File: src/rtl/rv32i_regfile_wb_arbiter.sv
`default_nettype none
// ============================================================================
// Module   : rv32i_regfile_wb_arbiter
// Purpose  : Shares the register-file write port between the ALU (req0) and
//            the load unit (req1) using round-robin arbitration. The winning
//            write is registered onto rf_we/rf_rd/rf_data. The module also
//            keeps a pending-write scoreboard that the issue stage queries
//            for RAW/WAW hazards.
// Ports    : sys_clk, sys_reset      - clock, synchronous active-high reset
//            reqN_valid/rd/data/ready - writeback requesters (ready is comb)
//            rf_we/rf_rd/rf_data     - registered register-file write port
//            alloc_valid/rd/ready    - scoreboard allocation (ready is comb)
//            rs1/rs2 -> rs1_busy/rs2_busy - combinational hazard queries
//            conflict_cnt            - only with RF_WB_CONFLICT_CNT_EN defined
// Options  : RF_WB_CONFLICT_CNT_EN adds a saturating 16-bit count of edges
//            at which both requesters were valid.
// Revision : 1.0 - initial release
// ============================================================================
module rv32i_regfile_wb_arbiter #(
  parameter int XLEN  = 32,
  parameter int NREGS = 32,
  localparam int RW   = $clog2(NREGS)
) (
  input  logic            sys_clk,
  input  logic            sys_reset,
  input  logic            req0_valid,
  input  logic [RW-1:0]   req0_rd,
  input  logic [XLEN-1:0] req0_data,
  output logic            req0_ready,
  input  logic            req1_valid,
  input  logic [RW-1:0]   req1_rd,
  input  logic [XLEN-1:0] req1_data,
  output logic            req1_ready,
  output logic            rf_we,
  output logic [RW-1:0]   rf_rd,
  output logic [XLEN-1:0] rf_data,
  input  logic            alloc_valid,
  input  logic [RW-1:0]   alloc_rd,
  output logic            alloc_ready,
  input  logic [RW-1:0]   rs1,
  input  logic [RW-1:0]   rs2,
  output logic            rs1_busy,
  output logic            rs2_busy
`ifdef RF_WB_CONFLICT_CNT_EN
  ,
  output logic [15:0]     conflict_cnt
`endif
);

  // last_grant_q = 1 means req1 won the last conflict, so req0 wins the next.
  logic             last_grant_q, last_grant_d;
  logic             rf_we_q, rf_we_d;
  logic [RW-1:0]    rf_rd_q, rf_rd_d;
  logic [XLEN-1:0]  rf_data_q, rf_data_d;
  logic [NREGS-1:0] busy_q, busy_d;

  logic             w_grant0, w_grant1;
  logic [RW-1:0]    w_win_rd;
  logic [XLEN-1:0]  w_win_data;

  always_comb begin
    w_grant0 = req0_valid & (~req1_valid | last_grant_q);
    w_grant1 = req1_valid & (~req0_valid | ~last_grant_q);

    // Priority only rotates when there was an actual conflict.
    last_grant_d = last_grant_q;
    if (req0_valid && req1_valid) begin
      last_grant_d = w_grant1;
    end

    w_win_rd   = w_grant1 ? req1_rd   : req0_rd;
    w_win_data = w_grant1 ? req1_data : req0_data;

    // Writes to x0 are accepted but never reach the file.
    rf_we_d   = (w_grant0 | w_grant1) & (w_win_rd != '0);
    rf_rd_d   = rf_rd_q;
    rf_data_d = rf_data_q;
    if (w_grant0 || w_grant1) begin
      rf_rd_d   = w_win_rd;
      rf_data_d = w_win_data;
    end

    alloc_ready = ~busy_q[alloc_rd] | (alloc_rd == '0);

    // Clear is applied first so a same-index set wins.
    busy_d = busy_q;
    if (rf_we_q) begin
      busy_d[rf_rd_q] = 1'b0;
    end
    if (alloc_valid && alloc_ready && (alloc_rd != '0)) begin
      busy_d[alloc_rd] = 1'b1;
    end
    busy_d[0] = 1'b0;
  end

  always_ff @(posedge sys_clk) begin
    if (sys_reset) begin
      last_grant_q <= 1'b1;
      rf_we_q      <= 1'b0;
      rf_rd_q      <= '0;
      rf_data_q    <= '0;
      busy_q       <= '0;
    end else begin
      last_grant_q <= last_grant_d;
      rf_we_q      <= rf_we_d;
      rf_rd_q      <= rf_rd_d;
      rf_data_q    <= rf_data_d;
      busy_q       <= busy_d;
    end
  end

  assign req0_ready = w_grant0;
  assign req1_ready = w_grant1;
  assign rf_we      = rf_we_q;
  assign rf_rd      = rf_rd_q;
  assign rf_data    = rf_data_q;
  assign rs1_busy   = busy_q[rs1];
  assign rs2_busy   = busy_q[rs2];

`ifdef RF_WB_CONFLICT_CNT_EN
  logic [15:0] cnt_q, cnt_d;

  always_comb begin
    cnt_d = cnt_q;
    if (req0_valid && req1_valid && (cnt_q != 16'hFFFF)) begin
      cnt_d = cnt_q + 16'd1;
    end
  end

  always_ff @(posedge sys_clk) begin
    if (sys_reset) begin
      cnt_q <= '0;
    end else begin
      cnt_q <= cnt_d;
    end
  end

  assign conflict_cnt = cnt_q;
`endif

endmodule
`default_nettype wire

File: config.mk
export PLATFORM = sky130hd
export DESIGN_NAME = rv32i_regfile_wb_arbiter
export DESIGN_NICKNAME = d
export VERILOG_FILES = /design/src/rtl/rv32i_regfile_wb_arbiter.sv
export SDC_FILE = /design/constraint.sdc
export NUM_CORES = 1
export LEC_CHECK = 0
export BUFFER_PORTS_ARGS = -buffer_cell sky130_fd_sc_hd__buf_2
export CAP_MARGIN = 25
export CORE_UTILIZATION = 52
export DETAILED_ROUTE_END_ITERATION = 8
export PLACE_DENSITY_LB_ADDON = 0.2
export SKIP_CTS_REPAIR_TIMING = 1
export SYNTH_ARGS = -nofsm -noshare
export SYNTH_HDL_FRONTEND = slang
export SYNTH_SLANG_ARGS = --single-unit
File: constraint.sdc
create_clock -name sys_clk -period 1.85 [get_ports sys_clk]
set_clock_uncertainty 0.1 [all_clocks]
set_input_delay 0 -clock sys_clk [delete_from_list [all_inputs] [get_ports sys_clk]]
set_output_delay 0 -clock sys_clk [all_outputs]
set_load 0.02 [all_outputs]
# Word level (Yosys, flattened, before mapping)
# Index checks and enable logic that the tools add are counted.
# Widths: inputs -> output; s select.
# classes
n_lt_le_gt_ge	6
n_bitwise	14
reduce_logical	9
n_mux	14
# ops
op	n
$mux 32	3
$and 32x32->32	1
$not 32->32	1
$or 32x32->32	1
$lt 5x6->1 const B	4
$bmux 1 s5	3
$demux 1 s5	2
$ge 5x1->1 const B	2
$reduce_bool 5->1	2
$logic_and 1x1->1	5
$logic_not 5->1	1
$mux 1	5
$mux 5	1
$not 1->1	4
$or 1x1->1	4
$and 1x1->1	3
$logic_or 1x1->1	1
# totals
reg_bits	71
elab_cells	49
in_bits	94
output_inout_bits	43

# Logic depth before layout (Yosys ltp)
# Gate-level depths: netlist (run 1).
# depth
ltp_word	9
depth_mapped	6
mapped_depth_nobuf	5

# Least setup slack after synthesis (run 1)
# OpenSTA, ideal clock, no wires.
# synth_path
path_type	reg-to-output
from	register busy_q[9]
to	output alloc_ready
t_arrival_ps	1775
path_stages_with_launch	6
n_path_buf	1
required_time_ps	1750
slack_ps	-25
path_cell_list	dfxtp_1 -> mux4_1 -> or2b_2 -> nand4_4 -> buf_6 -> nor3_1
# synth_via
elab_chain_cells	4
# synth_rtl
item	line	text
start, declared	55	logic [NREGS-1:0] busy_q, busy_d;
start signal, assigned	108	busy_q <= busy_d;
$bmux 1 s5	83	alloc_ready = ~busy_q[alloc_rd] | (alloc_rd == '0);
$mux 1 (not written as such)	83	
$not 1->1	83	
$or 1x1->1	83	
end, declared	39	output logic alloc_ready,
# Every way passes these cells. The select of a mux whose other input is x is not followed.

# Final worst setup path (run 1)
# layout_path
from	register busy_q[11]
to	output alloc_ready
# The elaborated chain is that of the path after synthesis.

==> results of run 1 <==
==> stage by stage <==
step | power (mW) | hold WS, ns | utilization (%)
6_report | 3.91 | -0.0621 | 75.0
5_1_grt | 4.05 | 0.000247 | 75.0
4_1_cts | 3.74 | -0.199 | 65.4
3_5_place_dp | 2.47 | 0.178 | 62.9
3_3_place_gp | 2.44 | 0.180 | 62.9
2_1_floorplan | 2.17 | 0.0590 | -
==> registers in the layout, indices dropped and copies added (netlist names) <==
register,cells
busy_q,31
rf_rd,5
rf_we,1
last_grant_q,1
rf_data,32
==> layout make-up <==
class,count,share of cell area (%)
sequential,70,22.9
tap,105,2.12
multi-input combinational,388,46.4
clock inverter,3,0.687
timing repair buffer,225,25.2
clock buffer,13,2.57
inverter,2,0.121
==> metal layers <==
metal / part of all wire (%) / up-vias / GRT usage (%)
li1: - / 2239 / -
met1: 39 / 2327 / 34.3
met2: 51 / 247 / 49.8
met3: 7.2 / 55 / 7.89
met4: 3.5 / 0 / 9.34
met5: 0 / - / 0
==> path summary, 6_finish.rpt <==
kind | startpoint | endpoint | slack (ns) | cells after the start
min | req1_data[0] | rf_data[0]$_SDFFE_PP0P_ | -0.06 | 3
min reg2reg | rf_data[3]$_SDFFE_PP0P_ | rf_data[3]$_SDFFE_PP0P_ | 0.39 | 2
max | busy_q[11]$_SDFF_PP0_ | alloc_ready | -0.06 | 5
max reg2reg | busy_q[11]$_SDFF_PP0_ | busy_q[10]$_SDFF_PP0_ | -0.01 | 6
==> power breakdown <==
group,switching [mW],total [mW],internal [mW]
clock,0.598,1.29,0.696
sequential,0.0601,1.65,1.59
combinational,0.506,0.970,0.463
total,1.16,3.91,2.75
==> Yosys cell counts, types with 8 or more instances <==
cell type / instances / area (sq um)
o21ai_0: 35 / 175
nor3b_1: 40 / 300
nand2_1: 38 / 143
o31ai_1: 17 / 128
and2b_2: 9 / 78.8
nor2b_1: 8 / 50.1
mux2_2: 35 / 394
mux2i_1: 9 / 90.1
nand3b_1: 26 / 195
dfxtp_1: 70 / 1400
nor2_1: 73 / 274
mux4_2: 16 / 360
clkbuf_1: 24 / 90.1
nor4_1: 31 / 194
==> cell families (layout without fill, tap and decap cells) <==
logic type / after synthesis / after routing / share of synthesized area, %
and+or+nand+nor: 259 / 259 / 33.9
buffers and inverters: 41 / 243 / 4.59
muxes: 63 / 63 / 20.8
DFF: 70 / 70 / 31.5
AOI/OAI and AO/OA: 66 / 66 / 9.21
==> tightest hold or removal path, cell delays in order <==
cell and delay, ns:
buf_2 0.08, nor3b_1 0.04, nor4_1 0.20
==> results.py, run 1 <==
metrics = {
    "timing": {
        "setup-violations-final": 4,
        "postLayoutSetupSlackWorst_ns": -0.0551,
        "maxSlewViolCount": 0,
        "min_period_ns": 1.91,
        "fin_tns_setup_ns": -0.101,
        "rsz0062_at_grt": "true",
        "fin_hold_ws_ns": -0.0621,
        "fin_crit_sh_pct": 103,
        "finalHoldViolCount": 3,
        "maxSlewHeadroom_pct": 60.7,
        "worstMarginPinSlew_ns": 0.588,
        "max_freq_mhz": 525,
    },
    "finish": {
        "final_nets": 790,
        "multi_input_area_sq_um": 2870,
        "instances_no_fill": 806,
        "fill_cells": 552,
        "ff_latch_area_sq_um": 1420,
        "final_common_cell": "buf_2",
        "antennaDiodeCount": 0,
        "design_area_sq_um": 6190,
        "drive_gt1_share_pct": 37.1,
        "final_cell_mix": "buf_2 (133), nor2_1 (73), dlygate4sd3_1 (71)",
        "area_delta_synth_final_pct": 39.3,
    },
    "yosys": {
        "async_flop_share_pct": 0,
        "synth-seq-cells": 70,
        "netlist-cell-type-count": 45,
        "yosysWarnings": 0,
        "synth.net_count": 593,
        "synth_edf_count": 0,
        "syn_inst": 499,
        "yosysSeqAreaShare_pct": 31.5,
        "syn_avg_cell_area_sq_um": 8.91,
        "synth-main-ff-cell": "dfxtp_1",
        "synth_area_sq_um": 4440,
    },
    "critical_path": {
        "worst-path-buf-inv": 1,
        "cp-start-kind": "register",
        "crit_arrival_ns": 1.81,
        "path_max_fanout": 4,
        "crit_required_ns": 1.75,
        "cp-end-kind": "primary output",
        "max_stage_delay_ns": 0.47,
        "critPathKind": "register to primary output",
        "cp_slowest_cell": "mux4_2",
        "crit_family": "simple AND/OR/NAND/NOR gates",
        "path_cells": "mux4_2, or2b_4, nand4_4, nor3_2, buf_4",
    },
    "cts": {
        "cts_tree": "done",
        "clock_path_buffers": 2,
        "cts_root_buf": "clkbuf_8",
        "insertion_delay_ns": 0.36,
        "cts.sinks": 70,
        "h-tree-depth": 3,
        "numCtsBuffers": 9,
        "path_clk_slew_ns": 0.07,
    },
    "detailed_routing": {
        "wl_mm": 15.1,
        "drt_iter0_markers": 375,
        "ant_nets": 0,
        "drc": 0,
        "first_pass_iters": 5,
        "wl_per_cell_um": 18.7,
        "vias_per_cell": 6.04,
        "vias": 4868,
    },
    "power_and_ir_drop": {
        "peakVddDrop_uv": 437,
        "power.leakage_nw": 2.55,
        "cellPowerDensity_nw_per_um2": 631,
    },
    "worst_hold_path": {
        "hold_path_class": "primary input to register",
    },
    "placement": {
        "place_congestion": 0.848,
        "place_inst": 717,
        "dp_hpwl_mm": 9.34,
        "postPlaceCellArea_sq_um": 5200,
        "place_ws_ns": 0.0846,
        "io_buffers": 136,
    },
    "status": {
        "status": "complete, but fails checks",
        "failed_checks": "negative hold slack, negative setup slack",
    },
    "floorplanning": {
        "die_x_um": 94.5,
        "die_h_um": 94.5,
        "die-area_sq_um": 8920,
        "ioPinCount": 137,
        "rows": 33,
        "core_area_sq_um": 8260,
        "start_util_pct": 53.8,
    },
    "global_route": {
        "grt_pass1_wl_mm": 19.9,
        "antenna_found_initial": 0,
        "grt_pass1_vias": 4207,
        "gr-usage-all-layers_pct": 28.7,
        "grt_max_degree": 42,
        "grt.overflow.total": 0,
    },
    "run": {
        "cap_violations": 0,
    },
}
(Power assumes the default switching activity.)
==> inputs of run 2 (changes only) <==
--- a/config.mk
+++ b/config.mk
@@ -7,8 +7,10 @@
 export LEC_CHECK = 0
 export BUFFER_PORTS_ARGS = -buffer_cell sky130_fd_sc_hd__buf_2
 export CAP_MARGIN = 25
+export CORE_ASPECT_RATIO = 1.5
 export CORE_UTILIZATION = 52
 export DETAILED_ROUTE_END_ITERATION = 8
+export MAX_ROUTING_LAYER = met4
 export PLACE_DENSITY_LB_ADDON = 0.2
 export SKIP_CTS_REPAIR_TIMING = 1
 export SYNTH_ARGS = -nofsm -noshare
==> results.py, run 2 (synthesis results as in run 1) <==
metrics = {
    "status": {
        "status": "complete, but fails checks",
        "failed_checks": "negative hold slack, negative setup slack",
    },
    "detailed_routing": {
        "wl_mm": 15.4,
        "first_pass_iters": 5,
        "vias_per_cell": 6.15,
        "m1WireLength_mm": 5.55,
        "vias": 4947,
        "wl_per_cell_um": 19.2,
        "highest_layer": "met4",
        "drc": 0,
        "drt_iter0_markers": 377,
        "routed-wl-met3_mm": 1.10,
        "dr_wl_met2_mm": 7.91,
        "ant_nets": 0,
    },
    "timing": {
        "min_period_ns": 1.90,
        "postLayoutSetupSlackWorst_ns": -0.0491,
        "maxSlewViolCount": 0,
        "setup-violations-final": 1,
        "max_freq_mhz": 527,
        "fin_crit_sh_pct": 103,
        "rsz0062_at_grt": "true",
        "worstMarginPinSlew_ns": 0.638,
        "maxSlewHeadroom_pct": 57.4,
        "finalHoldViolCount": 7,
        "fin_hold_ws_ns": -0.0377,
        "fin_tns_setup_ns": -0.0491,
    },
    "critical_path": {
        "cp-start-kind": "register",
        "crit_family": "simple AND/OR/NAND/NOR gates",
        "cp-end-kind": "primary output",
        "crit_required_ns": 1.75,
        "max_stage_delay_ns": 0.44,
        "path_cells": "mux4_2, or2b_4, nand4_4, nor3_2, buf_4",
        "worst-path-buf-inv": 1,
        "path_max_fanout": 5,
        "critPathKind": "register to primary output",
        "crit_arrival_ns": 1.80,
        "cp_slowest_cell": "mux4_2",
    },
    "finish": {
        "fill_cells": 528,
        "largest_reg_flops": 32,
        "drive_gt1_share_pct": 36.4,
        "final_common_cell": "buf_2",
        "final_cell_mix": "buf_2 (133), nor2_1 (73), dlygate4sd3_1 (68)",
        "final_util_pct": 77.0,
        "area_delta_synth_final_pct": 41.3,
        "final_nets": 787,
    },
    "cts": {
        "numCtsBuffers": 9,
        "h-tree-depth": 3,
        "path_clk_slew_ns": 0.06,
        "cts_tree": "done",
        "cts_root_buf": "clkbuf_16",
        "insertion_delay_ns": 0.33,
        "clock_path_buffers": 2,
        "cts.sinks": 70,
    },
    "worst_hold_path": {
        "hold_path_class": "primary input to register",
    },
    "power_and_ir_drop": {
        "p_switching_mw": 1.19,
        "combPwrFrac_pct": 21.2,
        "power.leakage_nw": 2.60,
        "cellPowerDensity_nw_per_um2": 721,
        "seqPwrFrac_pct": 36.5,
        "switching_share_pct": 26.4,
        "clockPowerShare_pct": 42.3,
        "power.internal_mw": 3.33,
        "peakVddDrop_uv": 864,
    },
    "floorplanning": {
        "rows": 40,
        "die_x_um": 77.5,
        "start_util_pct": 54.5,
        "ioPinCount": 137,
        "die-area_sq_um": 8930,
        "die_h_um": 115,
        "core_area_sq_um": 8160,
    },
    "global_route": {
        "grt.overflow.total": 0,
        "grt_pass1_wl_mm": 20.5,
        "antenna_found_initial": 1,
        "gr-usage-all-layers_pct": 30.4,
        "grt_max_degree": 63,
        "grt_pass1_vias": 4262,
    },
    "run": {
        "cap_violations": 0,
    },
    "placement": {
        "place_ws_ns": 0.0639,
        "place_congestion": 0.901,
        "dp_hpwl_mm": 9.21,
        "io_buffers": 136,
    },
}
[run 2: per-layer routing]
metal	track usage [%]	vias to the layer above
met5	-	-
met4	17.0	0
met3	5.48	76
met2	52.2	289
met1	33.0	2347
li1	-	2235
[run 2: layout make-up]
| class | count | area, sq um | area share [%] |
|---|---|---|---|
| Tap cell | 105 | 131 | 2.09 |
| Multi-Input combinational cell | 388 | 2860 | 45.5 |
| Sequential cell | 70 | 1420 | 22.5 |
| Antenna cell | 1 | 2.50 | 0.0399 |
| Clock inverter | 3 | 65.1 | 1.04 |
| Clock buffer | 13 | 270 | 4.30 |
| Inverter | 2 | 7.51 | 0.120 |
| Timing Repair Buffer | 222 | 1530 | 24.3 |
[run 2: worst paths after layout]
check	from	end	slack, ns	cells past startpoint
min	req1_data[14]	rf_data[14]$_SDFFE_PP0P_	-0.04	3
min reg2reg	rf_data[3]$_SDFFE_PP0P_	rf_data[3]$_SDFFE_PP0P_	0.39	2
max reg2reg	busy_q[10]$_SDFF_PP0_	busy_q[27]$_SDFF_PP0_	0.09	5
max	busy_q[10]$_SDFF_PP0_	alloc_ready	-0.05	5
[run 2: power by group through the flow]
stage / clock network [mW] / logic (mW) / registers [mW]
6_report: 1.91 / 0.961 / 1.65
2_1_floorplan: 0 / 0.424 / 1.75
3_3_place_gp: 0 / 0.777 / 1.67
5_1_grt: 2.01 / 1.02 / 1.66
4_1_cts: 1.95 / 0.797 / 1.65
3_5_place_dp: 0 / 0.793 / 1.68
[run 2: worst reg2reg max path, stage by stage, from the launching register on]
cell,delay [ns]
dfxtp_4,0.34
mux4_2,0.44
or2b_4,0.22
nand4_4,0.10
buf_4,0.19
o31ai_1,0.24
[run 2: metrics by stage]
| step | power (mW) | area, sq um | hold slack (ns) | instances |
|---|---|---|---|---|
| 6_report | 4.53 | 6280 | -0.0377 | 804 |
| 3_5_place_dp | 2.47 | 5170 | 0.180 | 714 |
| 5_1_grt | 4.70 | 6280 | 0.00604 | 804 |
| 2_1_floorplan | 2.17 | 4450 | 0.0590 | 499 |
| 4_1_cts | 4.40 | 5510 | -0.174 | 730 |
| 3_3_place_gp | 2.45 | 5170 | 0.174 | 714 |
==> inputs of run 3 (changes only) <==
--- a/config.mk
+++ b/config.mk
@@ -8,7 +8,7 @@
 export BUFFER_PORTS_ARGS = -buffer_cell sky130_fd_sc_hd__buf_2
 export CAP_MARGIN = 25
 export CORE_ASPECT_RATIO = 1.5
-export CORE_UTILIZATION = 52
+export CORE_UTILIZATION = 47
 export DETAILED_ROUTE_END_ITERATION = 8
 export MAX_ROUTING_LAYER = met4
 export PLACE_DENSITY_LB_ADDON = 0.2
==> constraint.sdc (replaced) <==
create_clock -name sys_clk -period 1.7 [get_ports sys_clk]
set_clock_uncertainty 0.1 [all_clocks]
set_input_delay 0 -clock sys_clk [delete_from_list [all_inputs] [get_ports sys_clk]]
set_output_delay 0 -clock sys_clk [all_outputs]
set_load 0.02 [all_outputs]
==> results.py, run 3 (synthesis results as in run 1) <==
metrics = {
    "global_route": {
        "grt_pass1_vias": 4282,
        "gr-usage-all-layers_pct": 27.8,
        "antenna_found_initial": 0,
        "grt_pass1_wl_mm": 20.5,
        "grt.overflow.total": 0,
        "grt_max_degree": 67,
    },
    "placement": {
        "dp_hpwl_mm": 9.58,
        "io_buffers": 136,
        "place_congestion": 0.910,
    },
    "cts": {
        "path_clk_slew_ns": 0.05,
        "h-tree-depth": 3,
        "cts_tree": "done",
        "insertion_delay_ns": 0.33,
        "numCtsBuffers": 9,
        "cts_root_buf": "clkbuf_16",
        "cts.sinks": 70,
        "clock_path_buffers": 2,
    },
    "status": {
        "failed_checks": "negative hold slack, negative setup slack",
        "status": "complete, but fails checks",
    },
    "timing": {
        "maxSlewHeadroom_pct": 63.1,
        "maxSlewViolCount": 0,
        "min_period_ns": 1.91,
        "finalHoldViolCount": 19,
        "postLayoutSetupSlackWorst_ns": -0.210,
        "max_freq_mhz": 524,
        "fin_tns_setup_ns": -0.815,
        "worstMarginPinSlew_ns": 0.550,
        "fin_crit_sh_pct": 112,
        "rsz0062_at_grt": "true",
        "fin_hold_ws_ns": -0.0551,
        "setup-violations-final": 7,
    },
    "floorplanning": {
        "ioPinCount": 137,
        "die-area_sq_um": 9860,
        "die_h_um": 121,
        "die_x_um": 81.4,
        "start_util_pct": 48.3,
        "core_area_sq_um": 9200,
        "rows": 43,
    },
    "finish": {
        "antennaDiodeCount": 0,
        "fill_cells": 702,
        "final_cell_mix": "buf_2 (133), nor2_1 (73), dfxtp_1 (67)",
        "final_common_cell": "buf_2",
        "drive_gt1_share_pct": 38.5,
        "final_nets": 791,
        "area_delta_synth_final_pct": 42.2,
        "largest_reg_flops": 32,
    },
    "detailed_routing": {
        "wl_mm": 14.2,
        "vias": 4788,
        "wl_per_cell_um": 17.5,
        "vias_per_cell": 5.89,
        "drt_iter0_markers": 269,
        "ant_nets": 0,
        "drc": 0,
        "first_pass_iters": 5,
    },
    "critical_path": {
        "critPathKind": "register to primary output",
        "crit_required_ns": 1.60,
        "cp-start-kind": "register",
        "path_max_fanout": 4,
        "crit_arrival_ns": 1.81,
        "cp-end-kind": "primary output",
    },
    "power_and_ir_drop": {
        "power.leakage_nw": 2.64,
        "peakVddDrop_uv": 637,
        "cellPowerDensity_nw_per_um2": 719,
    },
    "worst_hold_path": {
        "hold_path_class": "primary input to register",
    },
    "run": {
        "cap_violations": 0,
    },
}
==> run 3: area by class of cell <==
| type | count | area [sq um] | share of cell area, % |
|---|---|---|---|
| clock buffer | 14 | 264 | 4.18 |
| inverter | 2 | 7.51 | 0.119 |
| tap | 112 | 140 | 2.22 |
| timing repair buffer | 226 | 1570 | 24.9 |
| multi-input combinational | 388 | 2930 | 46.3 |
| sequential | 70 | 1410 | 22.2 |
| clock inverter | 1 | 5.00 | 0.0792 |
==> run 3: worst max-delay path, cell delays in order (launching register included) <==
cell and delay [ns]:
dfxtp_1 0.35, mux4_1 0.55, nand3_1 0.11, o21ai_0 0.13, nor3_4 0.21, buf_6 0.13
==> run 3: final timing paths <==
check | from | to | slack, ns | cells past startpoint
worst min register to register | rf_data[3]$_SDFFE_PP0P_ | rf_data[3]$_SDFFE_PP0P_ | 0.39 | 2
worst max-delay path | busy_q[17]$_SDFF_PP0_ | alloc_ready | -0.21 | 5
worst min-delay path | req1_data[7] | rf_data[7]$_SDFFE_PP0P_ | -0.06 | 3
worst max register to register | busy_q[11]$_SDFF_PP0_ | busy_q[24]$_SDFF_PP0_ | -0.12 | 7
==> run 3: report_power, final <==
part | total, mW | internal, mW | switching, mW
sequential | 1.79 | 1.73 | 0.0611
clock | 1.72 | 1.06 | 0.662
combinational | 1.03 | 0.501 | 0.532
total | 4.54 | 3.29 | 1.26
==> run 3: layer usage <==
layer | track usage (%) | share of wire [%] | vias to the layer above
li1 | - | - | 2243
met1 | 31.3 | 39 | 2318
met2 | 48.4 | 53 | 194
met3 | 3.83 | 5.0 | 33
met4 | 11.3 | 2.5 | 0
met5 | - | 0 | -
==> run 3: through the flow <==
stage	std cells	total power, mW	setup WS (ns)	util [%]	instance area [sq um]
6_report	813	4.54	-0.210	68.7	6320
5_1_grt	813	4.72	-0.273	68.7	6320
4_1_cts	755	4.43	-0.339	61.3	5640
3_5_place_dp	740	2.72	-0.0274	58.4	5370
3_3_place_gp	740	2.69	0.0490	58.4	5370
2_1_floorplan	499	2.36	0.0565	-	4460
